--- src/rtl/pll_reconfig_seq.sv ---
// PLL reconfiguration sequencer. It accepts an N/M/C0 request, then drives the
// Avalon-MM reconfig controller through mode/N/M/C0/start writes. After that it
// polls the status register and waits for a stable PLL lock. A timeout sets a
// sticky error flag.
module pll_reconfig_seq #(
  parameter int unsigned TIMEOUT_CYCLES  = 65535,
  parameter int unsigned MIN_LOCK_CYCLES = 16
) (
  input  logic        clk_clk,
  input  logic        reset_reset,
  input  logic        cfg_valid,
  output logic        cfg_ready,
  input  logic [17:0] cfg_n,
  input  logic [17:0] cfg_m,
  input  logic [17:0] cfg_c0,
  output logic [5:0]  avm_address,
  output logic        avm_write,
  output logic        avm_read,
  output logic [31:0] avm_writedata,
  input  logic [31:0] avm_readdata,
  input  logic        avm_waitrequest,
  input  logic        pll_locked,
  output logic        done,
  output logic        error,
  output logic        busy
);

  localparam int unsigned TimerW = $clog2(TIMEOUT_CYCLES + 1);
  localparam int unsigned LockW  = $clog2(MIN_LOCK_CYCLES + 1);
  localparam logic [TimerW-1:0] TimerLast = TimerW'(TIMEOUT_CYCLES - 1);
  localparam logic [LockW-1:0]  LockLast  = LockW'(MIN_LOCK_CYCLES - 1);

  typedef enum logic [3:0] {
    StIdle, StWrMode, StWrN, StWrM, StWrC0, StWrStart, StPoll, StLockWait, StErr
  } state_e;

  state_e            state_q, state_d;
  logic [TimerW-1:0] timer_q, timer_d;
  logic [LockW-1:0]  lock_cnt_q, lock_cnt_d;
  logic              gap_q, gap_d;
  logic              done_q, done_d;
  logic              error_q, error_d;
  logic [17:0]       n_q, n_d, m_q, m_d, c0_q, c0_d;
  logic              lock_meta_q, lock_sync_q;
  logic              rd_req;
  logic              lock_hit;

  // Only the done bit of the status word matters.
  logic unused_readdata;
  assign unused_readdata = ^avm_readdata[31:1];

  assign cfg_ready = (state_q == StIdle);
  assign busy      = (state_q != StIdle);
  assign done      = done_q;
  assign error     = error_q;

  // State, counters, captured config and the lock synchronizer.
  always_ff @(posedge clk_clk) begin
    if (reset_reset) begin
      state_q     <= StIdle;
      timer_q     <= '0;
      lock_cnt_q  <= '0;
      gap_q       <= 1'b0;
      done_q      <= 1'b0;
      error_q     <= 1'b0;
      n_q         <= '0;
      m_q         <= '0;
      c0_q        <= '0;
      lock_meta_q <= 1'b0;
      lock_sync_q <= 1'b0;
    end else begin
      state_q     <= state_d;
      timer_q     <= timer_d;
      lock_cnt_q  <= lock_cnt_d;
      gap_q       <= gap_d;
      done_q      <= done_d;
      error_q     <= error_d;
      n_q         <= n_d;
      m_q         <= m_d;
      c0_q        <= c0_d;
      lock_meta_q <= pll_locked;
      lock_sync_q <= lock_meta_q;
    end
  end

  // Next-state logic and Avalon-MM outputs decoded from the current state.
  always_comb begin
    state_d       = state_q;
    timer_d       = timer_q;
    lock_cnt_d    = lock_cnt_q;
    gap_d         = gap_q;
    done_d        = 1'b0;
    error_d       = error_q;
    n_d           = n_q;
    m_d           = m_q;
    c0_d          = c0_q;
    avm_write     = 1'b0;
    avm_read      = 1'b0;
    avm_address   = 6'd0;
    avm_writedata = 32'd0;
    rd_req        = 1'b0;
    lock_hit      = lock_sync_q && (lock_cnt_q == LockLast);

    unique case (state_q)
      StIdle: begin
        if (cfg_valid) begin
          n_d     = cfg_n;
          m_d     = cfg_m;
          c0_d    = cfg_c0;
          error_d = 1'b0;
          state_d = StWrMode;
        end
      end
      StWrMode: begin
        avm_write     = 1'b1;
        avm_address   = 6'd0;
        avm_writedata = 32'd1;
        if (!avm_waitrequest) state_d = StWrN;
      end
      StWrN: begin
        avm_write     = 1'b1;
        avm_address   = 6'd3;
        avm_writedata = {14'd0, n_q};
        if (!avm_waitrequest) state_d = StWrM;
      end
      StWrM: begin
        avm_write     = 1'b1;
        avm_address   = 6'd4;
        avm_writedata = {14'd0, m_q};
        if (!avm_waitrequest) state_d = StWrC0;
      end
      StWrC0: begin
        // Upper bits carry the counter select, which is C0 (zero).
        avm_write     = 1'b1;
        avm_address   = 6'd5;
        avm_writedata = {9'd0, 5'd0, c0_q};
        if (!avm_waitrequest) state_d = StWrStart;
      end
      StWrStart: begin
        avm_write     = 1'b1;
        avm_address   = 6'd2;
        avm_writedata = 32'd1;
        if (!avm_waitrequest) begin
          state_d = StPoll;
          timer_d = '0;
          gap_d   = 1'b0;
        end
      end
      StPoll: begin
        // Alternate read / idle gap until the status done bit comes back set.
        rd_req      = !gap_q;
        avm_read    = rd_req;
        avm_address = 6'd1;
        if (rd_req && !avm_waitrequest && avm_readdata[0]) begin
          state_d    = StLockWait;
          timer_d    = '0;
          lock_cnt_d = '0;
        end else if (timer_q == TimerLast) begin
          state_d = StErr;
          error_d = 1'b1;
        end else begin
          timer_d = timer_q + TimerW'(1);
          if (gap_q) begin
            gap_d = 1'b0;
          end else if (!avm_waitrequest) begin
            gap_d = 1'b1;
          end
        end
      end
      StLockWait: begin
        if (lock_hit) begin
          state_d = StIdle;
          done_d  = 1'b1;
        end else if (timer_q == TimerLast) begin
          state_d = StErr;
          error_d = 1'b1;
        end else begin
          timer_d    = timer_q + TimerW'(1);
          lock_cnt_d = lock_sync_q ? lock_cnt_q + LockW'(1) : '0;
        end
      end
      StErr: begin
        state_d = StIdle;
      end
      default: begin
        state_d = StIdle;
      end
    endcase
  end

endmodule

--- config.mk ---
export PLATFORM = sky130hd
export DESIGN_NAME = pll_reconfig_seq
export DESIGN_NICKNAME = d
export VERILOG_FILES = /design/src/rtl/pll_reconfig_seq.sv
export SDC_FILE = /design/constraint.sdc
export NUM_CORES = 1
export LEC_CHECK = 0
export BUFFER_PORTS_ARGS = -buffer_cell sky130_fd_sc_hd__buf_2
export CAP_MARGIN = 20
export CORE_MARGIN = 2
export CORE_UTILIZATION = 40
export DETAILED_ROUTE_END_ITERATION = 10
export PLACE_DENSITY = 0.75
export SETUP_SLACK_MARGIN = 0.05
export SLEW_MARGIN = 0
export SYNTH_ARGS = -nofsm -noshare
export SYNTH_HDL_FRONTEND = slang
export SYNTH_SLANG_ARGS = --single-unit
--- constraint.sdc ---
create_clock -name clk_clk -period 3.3 [get_ports clk_clk]
set_clock_uncertainty 0.15 [all_clocks]
set_input_delay 0.33 -clock clk_clk [delete_from_list [all_inputs] [get_ports clk_clk]]
set_output_delay 0.33 -clock clk_clk [all_outputs]
set_load 0.03 [all_outputs]
[Word-level counts from Yosys, hierarchy flattened]
Cells that the tools add are included.
Widths: inputs -> output; s select.
Operators by class
  add/subtract/negate cells: 2
  equal/unequal tests: 20
  mux-type cells: 36
  bitwise operators: 1
  reduce and logical (&&, ||, !) cells: 20
Operators with widths (number)
  $pmux 18 s4: 1
  $mux 16: 4
  $pmux 16 s3: 1
  $mux 4: 9
  $pmux 4 s8: 1
  $ne 2x2->1 const B: 11
  $mux 5: 4
  $add 16x1->16 const B: 1
  $eq 16x16->1 const B: 1
  $eq 4x3->1 const B: 4
  $pmux 3 s5: 1
  $mux 1: 12
  $reduce_and 4->1: 3
  $pmux 5 s2: 1
  $eq 4x2->1 const B: 2
  $reduce_and 6->1: 1
  $reduce_bool 3->1: 2
  $add 5x1->5 const B: 1
  $eq 5x4->1 const B: 1
  $reduce_or 5->1: 1
  $eq 4x1->1 const B: 1
  $logic_not 4->1: 1
  $reduce_bool 2->1: 2
  $reduce_bool 4->1: 1
  8 further kinds: 12
Storage, ports and cells
  bits in registers: 84
  bits of input ports: 91
  output and inout port bits: 44
  logic and storage cells: 90

[Longest topological paths before layout]
Gate-level depths: netlist of the first run.
  depth after elaboration: 5
  mapped depth: 9
  gate-level depth less buffers: 8

[Worst setup path before layout of the first run]
No wires, ideal clock.
  kind: register -> register
  from: reg state_q[2]
  to: reg c0_q[4]
  library setup time: 0.132 ns
  data arrival time: 1.829 ns
  data required time: 3.018 ns
  path slack: 1.189 ns
  cell stages (with the launch flop): 8
  path buffers: 2
  period minus slack after synthesis: 2.111 ns
  cell sequence: dfxtp_1 > buf_2 > or2_1 > nor3_2 > nand2_1 > clkbuf_1 > nand2_1 > a21oi_1
Between the ends
  word-level cells in the longest chain between the ends: 2
RTL lines
  start: declaration: line 37  | state_e state_q, state_d;
  start signal: assignment: line 60  | state_q <= StIdle;
  start signal: assignment: line 72  | state_q <= state_d;
  $logic_not 4->1
  named net cfg_ready: line 12  | output logic cfg_ready,
  $reduce_and 2->1 (no source line)
  end signal: assignment: line 68  | c0_q <= '0;
  end signal: assignment: line 80  | c0_q <= c0_d;
  end: declaration: line 43  | logic [17:0] n_q, n_d, m_q, m_d, c0_q, c0_d;
The timed path passes the listed nets, and every way through them passes these cells.
A chain may end at the register's enable or synchronous reset.

[Worst setup path in the final report of the first run]
  from: reg state_q[0]
  to: out avm_writedata[12]
Between the ends
  word-level cells in the longest chain between the ends: 3
  elaborated cells on any way between the ends: 7
  those cells by class: eq/ne (5); mux (1); reduce/logical (1)
RTL lines
  $eq 4x3->1 or $eq 4x1->1 (tied branches): line 104  | unique case (state_q)
  $reduce_or 2->1 (no source line)
  $pmux 18 s4 (*): line 104
  end: declaration: line 19  | output logic [31:0] avm_writedata,
Every way passes the cells marked *; elsewhere a longest branch is shown, timed or not.

==> results.py, run 1 <==
metrics = {
    "clock_network": {
        "cts.sinks": 84,
        "post_cts_resized": 0,
        "cts_tree": "built",
        "holdBufCountCts": 0,
        "postCtsSetupRepairBufs": 0,
        "htree_levels": 3,
        "cts-root-buf": "clkbuf_8",
        "clkLatencyLatePin_ns": 0.36,
        "clk_pin_slew_ns": 0.08,
        "clk_path_buf_depth": 2,
        "numCtsBuffers": 9,
    },
    "drt": {
        "routedLengthMet1_mm": 4.41,
        "met2_length_mm": 4.69,
        "vias": 3706,
        "wl_per_cell_um": 13.7,
        "route.detailed.drc": 0,
        "drt_iter0_drc": 260,
        "wl_met3_um": 527,
        "ant_nets": 0,
        "routed_wl_mm": 9.75,
        "routed.top_layer": "met4",
        "viasPerCell": 5.21,
        "first_pass_iters": 6,
    },
    "synth": {
        "netlist_area_mm2": 0.00406,
        "synth-edff-count": 0,
        "async_reset_ff_share_pct": 0,
        "synth-seq-cells": 84,
        "netlist-cell-type-count": 59,
        "synth_seq_area_share_pct": 41.5,
        "synth_ff_type": "dfxtp_1",
        "syn_inst": 502,
        "yosysWarnings": 0,
        "syn_avg_cell_area_um2": 8.08,
    },
    "worst_setup_path": {
        "r2r_slack_ns": 0.62,
        "path_cells": "inv_1, nor4b_4, buf_4, a222oi_1, inv_1, buf_2",
        "start_kind": "flop",
        "critPathArrivalTime_ns": 2.30,
        "cpMaxStageDelayCell": "dfxtp_1",
        "path_delay_family": "buffers and inverters",
        "cpMostUsedCell": "inv_1",
        "cp-end-kind": "primary output",
        "required_ns": 2.82,
        "crit_buf_inv": 4,
        "critical-path-max-stage-delay_ns": 0.69,
        "critPathMaxFanout": 19,
        "worst-setup-path-type": "flop to primary output",
    },
    "pwr": {
        "ir_worst_vdd_mv": 0.246,
        "powerDensity_mw_per_mm2": 503,
        "leakage_nw": 1.97,
    },
    "timing": {
        "setup-tns-final_ns": 0,
        "clock.fmax_ghz": 0.360,
        "setup_viol": 0,
        "max-slew-margin-rel_pct": 43.5,
        "timing.final.crit_share_pct": 84.2,
        "finalHoldViolCount": 0,
        "min_period_ns": 2.78,
        "rsz0062_at_grt": "no",
        "drv_slew": 0,
        "worstMarginPinSlew_ns": 0.848,
    },
    "layout": {
        "layout_commonest_cell": "nand2_1",
        "nNetsFinal": 669,
        "layout-drive-gt1-share_pct": 21.8,
        "fill_cells": 1002,
        "area_growth_pct": 14.9,
        "final_cell_mix": "123 x nand2_1, 86 x buf_2, 84 x dfxtp_1",
        "layoutNonFillerInstCount": 712,
    },
    "die": {
        "start_util_pct": 41.3,
        "rows": 36,
        "die-width_um": 105,
        "die_area_mm2": 0.0110,
        "coreArea_mm2": 0.00982,
        "die_h_um": 105,
        "io_pins": 135,
    },
    "global_route": {
        "overflow": 0,
        "antenna_found_initial": 1,
        "grt_pass1_wl_mm": 16.5,
        "track_usage_pct": 18.1,
        "grt_pass1_vias": 3654,
        "grt_max_degree": 59,
    },
    "placement": {
        "gp_congestion": 0.811,
        "port_buffers": 86,
        "dp_cells": 696,
        "dp_hpwl_mm": 6.66,
    },
    "run_status": {
        "outcome": "finished, final reports clean",
    },
    "hold_path": {
        "worstHoldPathType": "input port to flop",
    },
    "flow_run": {
        "maxCapViolCount": 0,
    },
}
==> final cells by class <==
cell class	instances	area [µm²]	share of cell area, %
clock inverters	4	55.1	1.18
multi-input cells	360	2020	43.3
well taps	133	166	3.57
inverters	25	93.8	2.01
flip-flops and latches	84	1680	36.1
clock buffers	11	151	3.25
diodes	1	2.50	0.0537
repair buffers	94	490	10.5
==> kinds of logic after synthesis <==
kind of cell    count (synthesis)  synth area share [%]
simple gates                  220                  27.5
other cells                     1                0.0924
mux                             1                 0.247
buf+inv                        74                  10.2
xor+xnor                       12                  2.59
fa+ha+maj                       4                  1.23
compound gates                106                  16.7
flops                          84                  41.5
==> registers in the layout, summed over array words and instances (netlist names) <==
signal / cells
gap_q: 1
state_q: 4
error: 1
done: 1
n_q: 18
c0_q: 18
lock_meta_q: 1
lock_cnt_q: 5
m_q: 18
lock_sync_q: 1
timer_q: 16
==> stage by stage <==
step	setup WS, ns	power (W)	utilization [%]	cell area (µm²)	hold WS (ns)
final	0.520	0.00235	47.5	4660	0.0320
after global routing	0.380	0.00248	47.5	4660	0.0276
after CTS	0.516	0.00237	47.5	4660	0.0154
after detailed placement	0.695	0.00161	45.3	4450	0.289
after global placement	0.749	0.00160	45.3	4450	0.284
after floorplan	1.19	0.00151	-	4120	0.264
==> report_power, final <==
| group | leakage [nW] | internal [W] | switching [W] |
|---|---|---|---|
| clock | 0.102 | 0.000392 | 0.000367 |
| sequential | 0.684 | 0.00109 | 0.0000608 |
| combinational | 1.18 | 0.000140 | 0.000300 |
==> synthesized netlist by cell type (all sizes together), types with 2 or more instances <==
master / instances / area [µm²]
or3b: 3 / 26.3
and3: 3 / 18.8
nand4: 5 / 43.8
nand3b: 5 / 37.5
and2b: 2 / 15.0
nor4b: 3 / 47.5
a21oi: 63 / 315
inv: 25 / 93.8
o311ai: 2 / 17.5
nand2b: 2 / 12.5
nand4b: 3 / 26.3
dfxtp: 84 / 1680
xnor2: 12 / 105
clkbuf: 16 / 60.1
a222oi: 17 / 170
o21ai: 10 / 50.0
nor2b: 2 / 12.5
or2: 2 / 12.5
ha: 4 / 50.1
and4: 2 / 17.5
nor2: 23 / 86.3
nor4: 9 / 96.3
nand2: 123 / 462
nor3: 17 / 100
nand3: 11 / 55.1
buf: 33 / 262
==> worst reg2reg max path: cells and delay by family (launching register included) <==
| family | cells | cell delay [ns] |
|---|---|---|
| flops | 1 | 0.40 |
| compound gates | 1 | 0.69 |
| simple gates | 5 | 0.94 |
| fa+ha+maj | 2 | 0.44 |
==> per-layer routing <==
metal / global-route usage [%] / up-vias
met5: 0 / -
met3: 4.62 / 6
met4: 7.90 / 0
li1: - / 1847
met1: 22.2 / 1735
met2: 30.1 / 118
==> final timing paths <==
check                startpoint                end  depth (start not counted)
setup reg to reg  lock_cnt_q[0]         timer_q[5]                          8
setup / recovery     state_q[0]  avm_writedata[12]                          6
hold reg to reg   lock_cnt_q[4]      lock_cnt_q[4]                          2
hold / removal       pll_locked        lock_meta_q                          2
Note: power is estimated with default switching activity, not from simulation.
==> run 2: changes to the inputs <==
==> constraint.sdc (replaced) <==
create_clock -name clk_clk -period 2.89 [get_ports clk_clk]
set_clock_uncertainty 0.15 [all_clocks]
set_input_delay 0.289 -clock clk_clk [delete_from_list [all_inputs] [get_ports clk_clk]]
set_output_delay 0.289 -clock clk_clk [all_outputs]
set_load 0.03 [all_outputs]
==> run 2 against run 1 <==
Critical path depth did not move; final cell count rose by 0.28%; clock-buffer cell count fell by 1; via count rose by 3.2%; global-route usage rose by 0.11 points; wire length rose by 3.0%; core utilization rose by 0.82 points; largest cell class unchanged.
==> results.py, run 2 (synthesis results as in run 1) <==
metrics = {
    "timing": {
        "max-slew-margin-rel_pct": 52.4,
        "timing.final.crit_share_pct": 90.7,
        "worstMarginPinSlew_ns": 0.704,
        "finalHoldViolCount": 0,
        "rsz0062_at_grt": "no",
        "drv_slew": 0,
        "clock.fmax_ghz": 0.382,
        "setup-tns-final_ns": 0,
        "min_period_ns": 2.62,
        "setup_viol": 0,
    },
    "placement": {
        "dp_hpwl_mm": 6.78,
        "port_buffers": 86,
        "gp_congestion": 0.841,
        "placed_area_mm2": 0.00447,
    },
    "hold_path": {
        "worstHoldPathType": "input port to flop",
    },
    "clock_network": {
        "htree_levels": 3,
        "cts_tree": "built",
        "clk_pin_slew_ns": 0.09,
        "clkLatencyLatePin_ns": 0.35,
        "clk_path_buf_depth": 2,
        "numCtsBuffers": 9,
        "cts.sinks": 84,
        "cts-root-buf": "clkbuf_8",
        "postCtsSetupRepairBufs": 0,
    },
    "global_route": {
        "antenna_found_initial": 0,
        "overflow": 0,
        "grt_pass1_vias": 3676,
        "grt_pass1_wl_mm": 16.7,
        "track_usage_pct": 18.2,
        "grt_max_degree": 56,
    },
    "worst_setup_path": {
        "worst-setup-path-type": "flop to primary output",
        "cpMaxStageDelayCell": "dfxtp_1",
        "required_ns": 2.45,
        "critical-path-max-stage-delay_ns": 0.72,
        "path_cells": "or2_1, nor3b_2, buf_4, a222oi_1, inv_1, buf_2",
        "cp-end-kind": "primary output",
        "start_kind": "flop",
        "critPathMaxFanout": 18,
        "critPathArrivalTime_ns": 2.18,
    },
    "layout": {
        "final_cell_mix": "123 x nand2_1, 86 x buf_2, 82 x dfxtp_1",
        "finalInstanceArea_mm2": 0.00474,
        "multi_input_area_mm2": 0.00202,
        "layout_commonest_cell": "nand2_1",
        "regArea_mm2": 0.00168,
        "area_growth_pct": 16.9,
        "reg_top3": "c0_q (18), m_q (18), n_q (18)",
        "layout-drive-gt1-share_pct": 22.2,
        "diodes": 0,
        "nNetsFinal": 672,
        "fill_cells": 996,
    },
    "pwr": {
        "p_switching_w": 0.000846,
        "seq_power_share_pct": 45.9,
        "power.internal_w": 0.00201,
        "p_clk_share_pct": 36.1,
        "powerDensity_mw_per_mm2": 601,
        "p_sw_share_pct": 29.7,
        "power_frac_comb_pct": 18.0,
        "leakage_nw": 2.00,
        "ir_worst_vdd_mv": 0.348,
    },
    "run_status": {
        "outcome": "finished, final reports clean",
    },
    "die": {
        "die_area_mm2": 0.0110,
        "rows": 36,
        "die_h_um": 105,
        "die-width_um": 105,
        "start_util_pct": 41.3,
        "coreArea_mm2": 0.00982,
        "io_pins": 135,
    },
    "drt": {
        "first_pass_iters": 8,
        "viasPerCell": 5.36,
        "wl_per_cell_um": 14.1,
        "vias": 3826,
        "route.detailed.drc": 0,
        "routed_wl_mm": 10.0,
        "ant_nets": 0,
        "drt_iter0_drc": 294,
    },
    "flow_run": {
        "maxCapViolCount": 0,
    },
}
==> run 2: cell types whose count changed in the layout (fill, tap and decap cells not counted) <==
cell / previous run / this run
clkbuf_8: 11 / 10
dfxtp_2: 0 / 2
diode_2: 1 / 0
dfxtp_1: 84 / 82
inv_8: 0 / 1
buf_12: 0 / 1
dlygate4sd3_1: 0 / 2
inv_6: 2 / 0
bufinv_16: 1 / 3
==> run 2: critical path: cells and delay by family (launching register included) <==
kind,cells,cell delay [ns]
DFF,1,0.72
buffers and inverters,3,0.50
and+or+nand+nor,2,0.32
AOI/OAI and AO/OA,1,0.29
==> run 2: final timing paths <==
kind	startpoint	to	slack, ns	depth (start not counted)
worst max-delay path	state_q[2]	avm_writedata[3]	0.27	6
worst min-delay path	cfg_c0[11]	c0_q[11]	0.01	3
worst max register to register	lock_cnt_q[0]	timer_q[15]	0.38	9
worst min register to register	lock_meta_q	lock_sync_q	0.29	1
==> run 2: layout make-up <==
type / count / share of cell area, %
inverters: 25 / 1.98
clock buffers: 10 / 2.90
multi-input cells: 360 / 42.6
flip-flops and latches: 84 / 35.5
repair buffers: 97 / 11.2
clock inverters: 5 / 2.30
well taps: 133 / 3.51
==> run 2: timing repair <==
item | 4_1_cts | 5_1_grt
hold buffers | 0 | 2
endpoints found under the setup margin | 0 | 10
resized for setup | 0 | 2
hold endpoints to repair | 0 | 2
==> run 2: power groups by stage <==
stage / combinational (W) / clock, W / sequential (W)
2_1_floorplan: 0.000430 / 0 / 0.00130
3_3_place_gp: 0.000502 / 0 / 0.00133
3_5_place_dp: 0.000512 / 0 / 0.00133
4_1_cts: 0.000514 / 0.00104 / 0.00131
5_1_grt: 0.000564 / 0.00110 / 0.00132
6_report: 0.000513 / 0.00103 / 0.00131
==> run 2: layer usage <==
metal	share of wire, %	track usage, %	vias to the layer above
met3	5.9	3.37	18
li1	-	-	1849
met1	43	22.7	1823
met5	0	0	-
met4	1.6	7.05	0
met2	49	31.2	136
==> run 2: stage by stage <==
step                      utilization (%)  std cells  setup WS [ns]  power [W]  hold slack [ns]
after detailed placement             45.6        697          0.417    0.00185            0.279
after global routing                 48.3        714         0.0978    0.00299          0.00660
final                                48.3        714          0.270    0.00285           0.0133
after CTS                            48.1        712          0.191    0.00286          0.00295
after global placement               45.6        697          0.532    0.00183            0.278
after floorplan                         -        518          0.779    0.00173            0.264
==> run 3: changes to the inputs <==
--- a/config.mk
+++ b/config.mk
@@ -8,9 +8,9 @@
 export BUFFER_PORTS_ARGS = -buffer_cell sky130_fd_sc_hd__buf_2
 export CAP_MARGIN = 20
 export CORE_MARGIN = 2
-export CORE_UTILIZATION = 40
+export CORE_UTILIZATION = 51
 export DETAILED_ROUTE_END_ITERATION = 10
-export PLACE_DENSITY = 0.75
+export PLACE_DENSITY = 0.9
 export SETUP_SLACK_MARGIN = 0.05
 export SLEW_MARGIN = 0
 export SYNTH_ARGS = -nofsm -noshare
==> run 3 against run 2 <==
Setup slack better by 0.0097 ns; sequential share of layout area increased by 0.56 points; critical endpoint is now avm_writedata[6]; first-iteration DRC count fell by 14%; worst hold slack about the same; combinational power fell by 2%; final cell count fell by 4.3%.
==> results.py, run 3 (synthesis results as in run 1) <==
metrics = {
    "placement": {
        "port_buffers": 86,
        "gp_congestion": 0.905,
        "dp_hpwl_mm": 6.61,
    },
    "clock_network": {
        "clk_pin_slew_ns": 0.09,
        "htree_levels": 3,
        "postCtsSetupRepairBufs": 0,
        "clk_path_buf_depth": 2,
        "clkLatencyLatePin_ns": 0.35,
        "cts_tree": "built",
        "cts-root-buf": "clkbuf_8",
        "cts.sinks": 84,
        "numCtsBuffers": 9,
    },
    "hold_path": {
        "worstHoldPathType": "input port to flop",
        "holdPathStages": 3,
    },
    "global_route": {
        "overflow": 0,
        "grt_pass1_vias": 3400,
        "grt_max_degree": 55,
        "grtUsageMet3_pct": 4.59,
        "grt_pass1_wl_mm": 15.6,
        "grt_util_met1_pct": 28.5,
        "grt_use_met2_pct": 36.6,
        "grt-busiest-layer": "met2",
        "track_usage_pct": 22.3,
        "antenna_found_initial": 1,
    },
    "layout": {
        "reg_top3": "c0_q (18), m_q (18), n_q (18)",
        "area_growth_pct": 15.1,
        "diodes": 0,
        "layout-drive-gt1-share_pct": 22.4,
        "final_cell_mix": "123 x nand2_1, 86 x buf_2, 82 x dfxtp_1",
        "layout_commonest_cell": "nand2_1",
        "fin_util_pct": 60.4,
        "nNetsFinal": 671,
    },
    "drt": {
        "drt_iter0_drc": 252,
        "vias": 3759,
        "route.detailed.drc": 0,
        "viasPerCell": 5.50,
        "wl_per_cell_um": 14.1,
        "routed_wl_mm": 9.60,
        "ant_nets": 0,
        "first_pass_iters": 5,
    },
    "die": {
        "io_pins": 135,
        "rows": 32,
        "die-width_um": 93.2,
        "die_area_mm2": 0.00868,
        "coreArea_mm2": 0.00773,
        "start_util_pct": 52.5,
        "die_h_um": 93.2,
    },
    "worst_setup_path": {
        "r2r.worst_path.cells": 9,
        "cp-end-kind": "primary output",
        "critPathArrivalTime_ns": 2.17,
        "required_ns": 2.45,
        "start_kind": "flop",
        "worst-setup-path-type": "flop to primary output",
        "critPathMaxFanout": 22,
    },
    "pwr": {
        "powerDensity_mw_per_mm2": 594,
        "leakage_nw": 1.99,
        "ir_worst_vdd_mv": 0.325,
    },
    "timing": {
        "worstMarginPinSlew_ns": 0.699,
        "setup-tns-final_ns": 0,
        "min_period_ns": 2.61,
        "finalHoldViolCount": 0,
        "rsz0062_at_grt": "no",
        "max-slew-margin-rel_pct": 52.8,
        "clock.fmax_ghz": 0.383,
        "timing.final.crit_share_pct": 90.3,
        "holdWs_ns": 0.0131,
        "setup_viol": 0,
        "drv_slew": 0,
    },
    "flow_run": {
        "maxCapViolCount": 0,
    },
    "run_status": {
        "outcome": "finished, final reports clean",
    },
}
run 3: worst paths after layout:
kind                 startpoint               end  slack, ns
setup / recovery     state_q[1]  avm_writedata[6]       0.28
hold / removal       cfg_c0[12]          c0_q[12]       0.01
setup reg to reg  lock_cnt_q[0]       timer_q[15]       0.43
hold reg to reg     lock_meta_q       lock_sync_q       0.30
run 3: area by class of cell:
cell class / count / area (µm²)
repair buffers: 96 / 508
flip-flops and latches: 84 / 1680
clock inverters: 6 / 96.3
inverters: 25 / 93.8
fillers: 659 / 3060
clock buffers: 10 / 138
multi-input cells: 360 / 2020
well taps: 102 / 128
run 3: power by group:
part	leakage (nW)	internal, W	switching (W)
clock network	0.115	0.000519	0.000437
registers	0.685	0.00124	0.0000700
logic	1.19	0.000162	0.000343
total	1.99	0.00192	0.000850
run 3: worst max-delay path, stage by stage (launching register included):
cell and delay (ns):
dfxtp_1 0.78, nor4b_4 0.31, buf_4 0.30, a222oi_1 0.13
inv_1 0.10, buf_2 0.20
run 3: through the flow:
step | area (µm²) | total power (W) | instances | worst slack, ns
6_report | 4670 | 0.00277 | 683 | 0.279
5_1_grt | 4670 | 0.00289 | 683 | 0.153
4_1_cts | 4670 | 0.00277 | 683 | 0.181
3_5_place_dp | 4420 | 0.00183 | 666 | 0.513
3_3_place_gp | 4420 | 0.00181 | 666 | 0.581
2_1_floorplan | 4120 | 0.00173 | 518 | 0.779
run 3: layer usage:
layer / wire length (µm) / share of wire, %
met1: 4070 / 42
met2: 4700 / 49
met3: 632 / 6.6
met4: 191 / 2.0
met5: 7 / 0.073
run 3: what timing repair did:
action,in CTS,in global routing
gates resized for setup,0,2
endpoints found under the hold margin,1,0
hold buffers,1,0
setup endpoints to repair,0,11
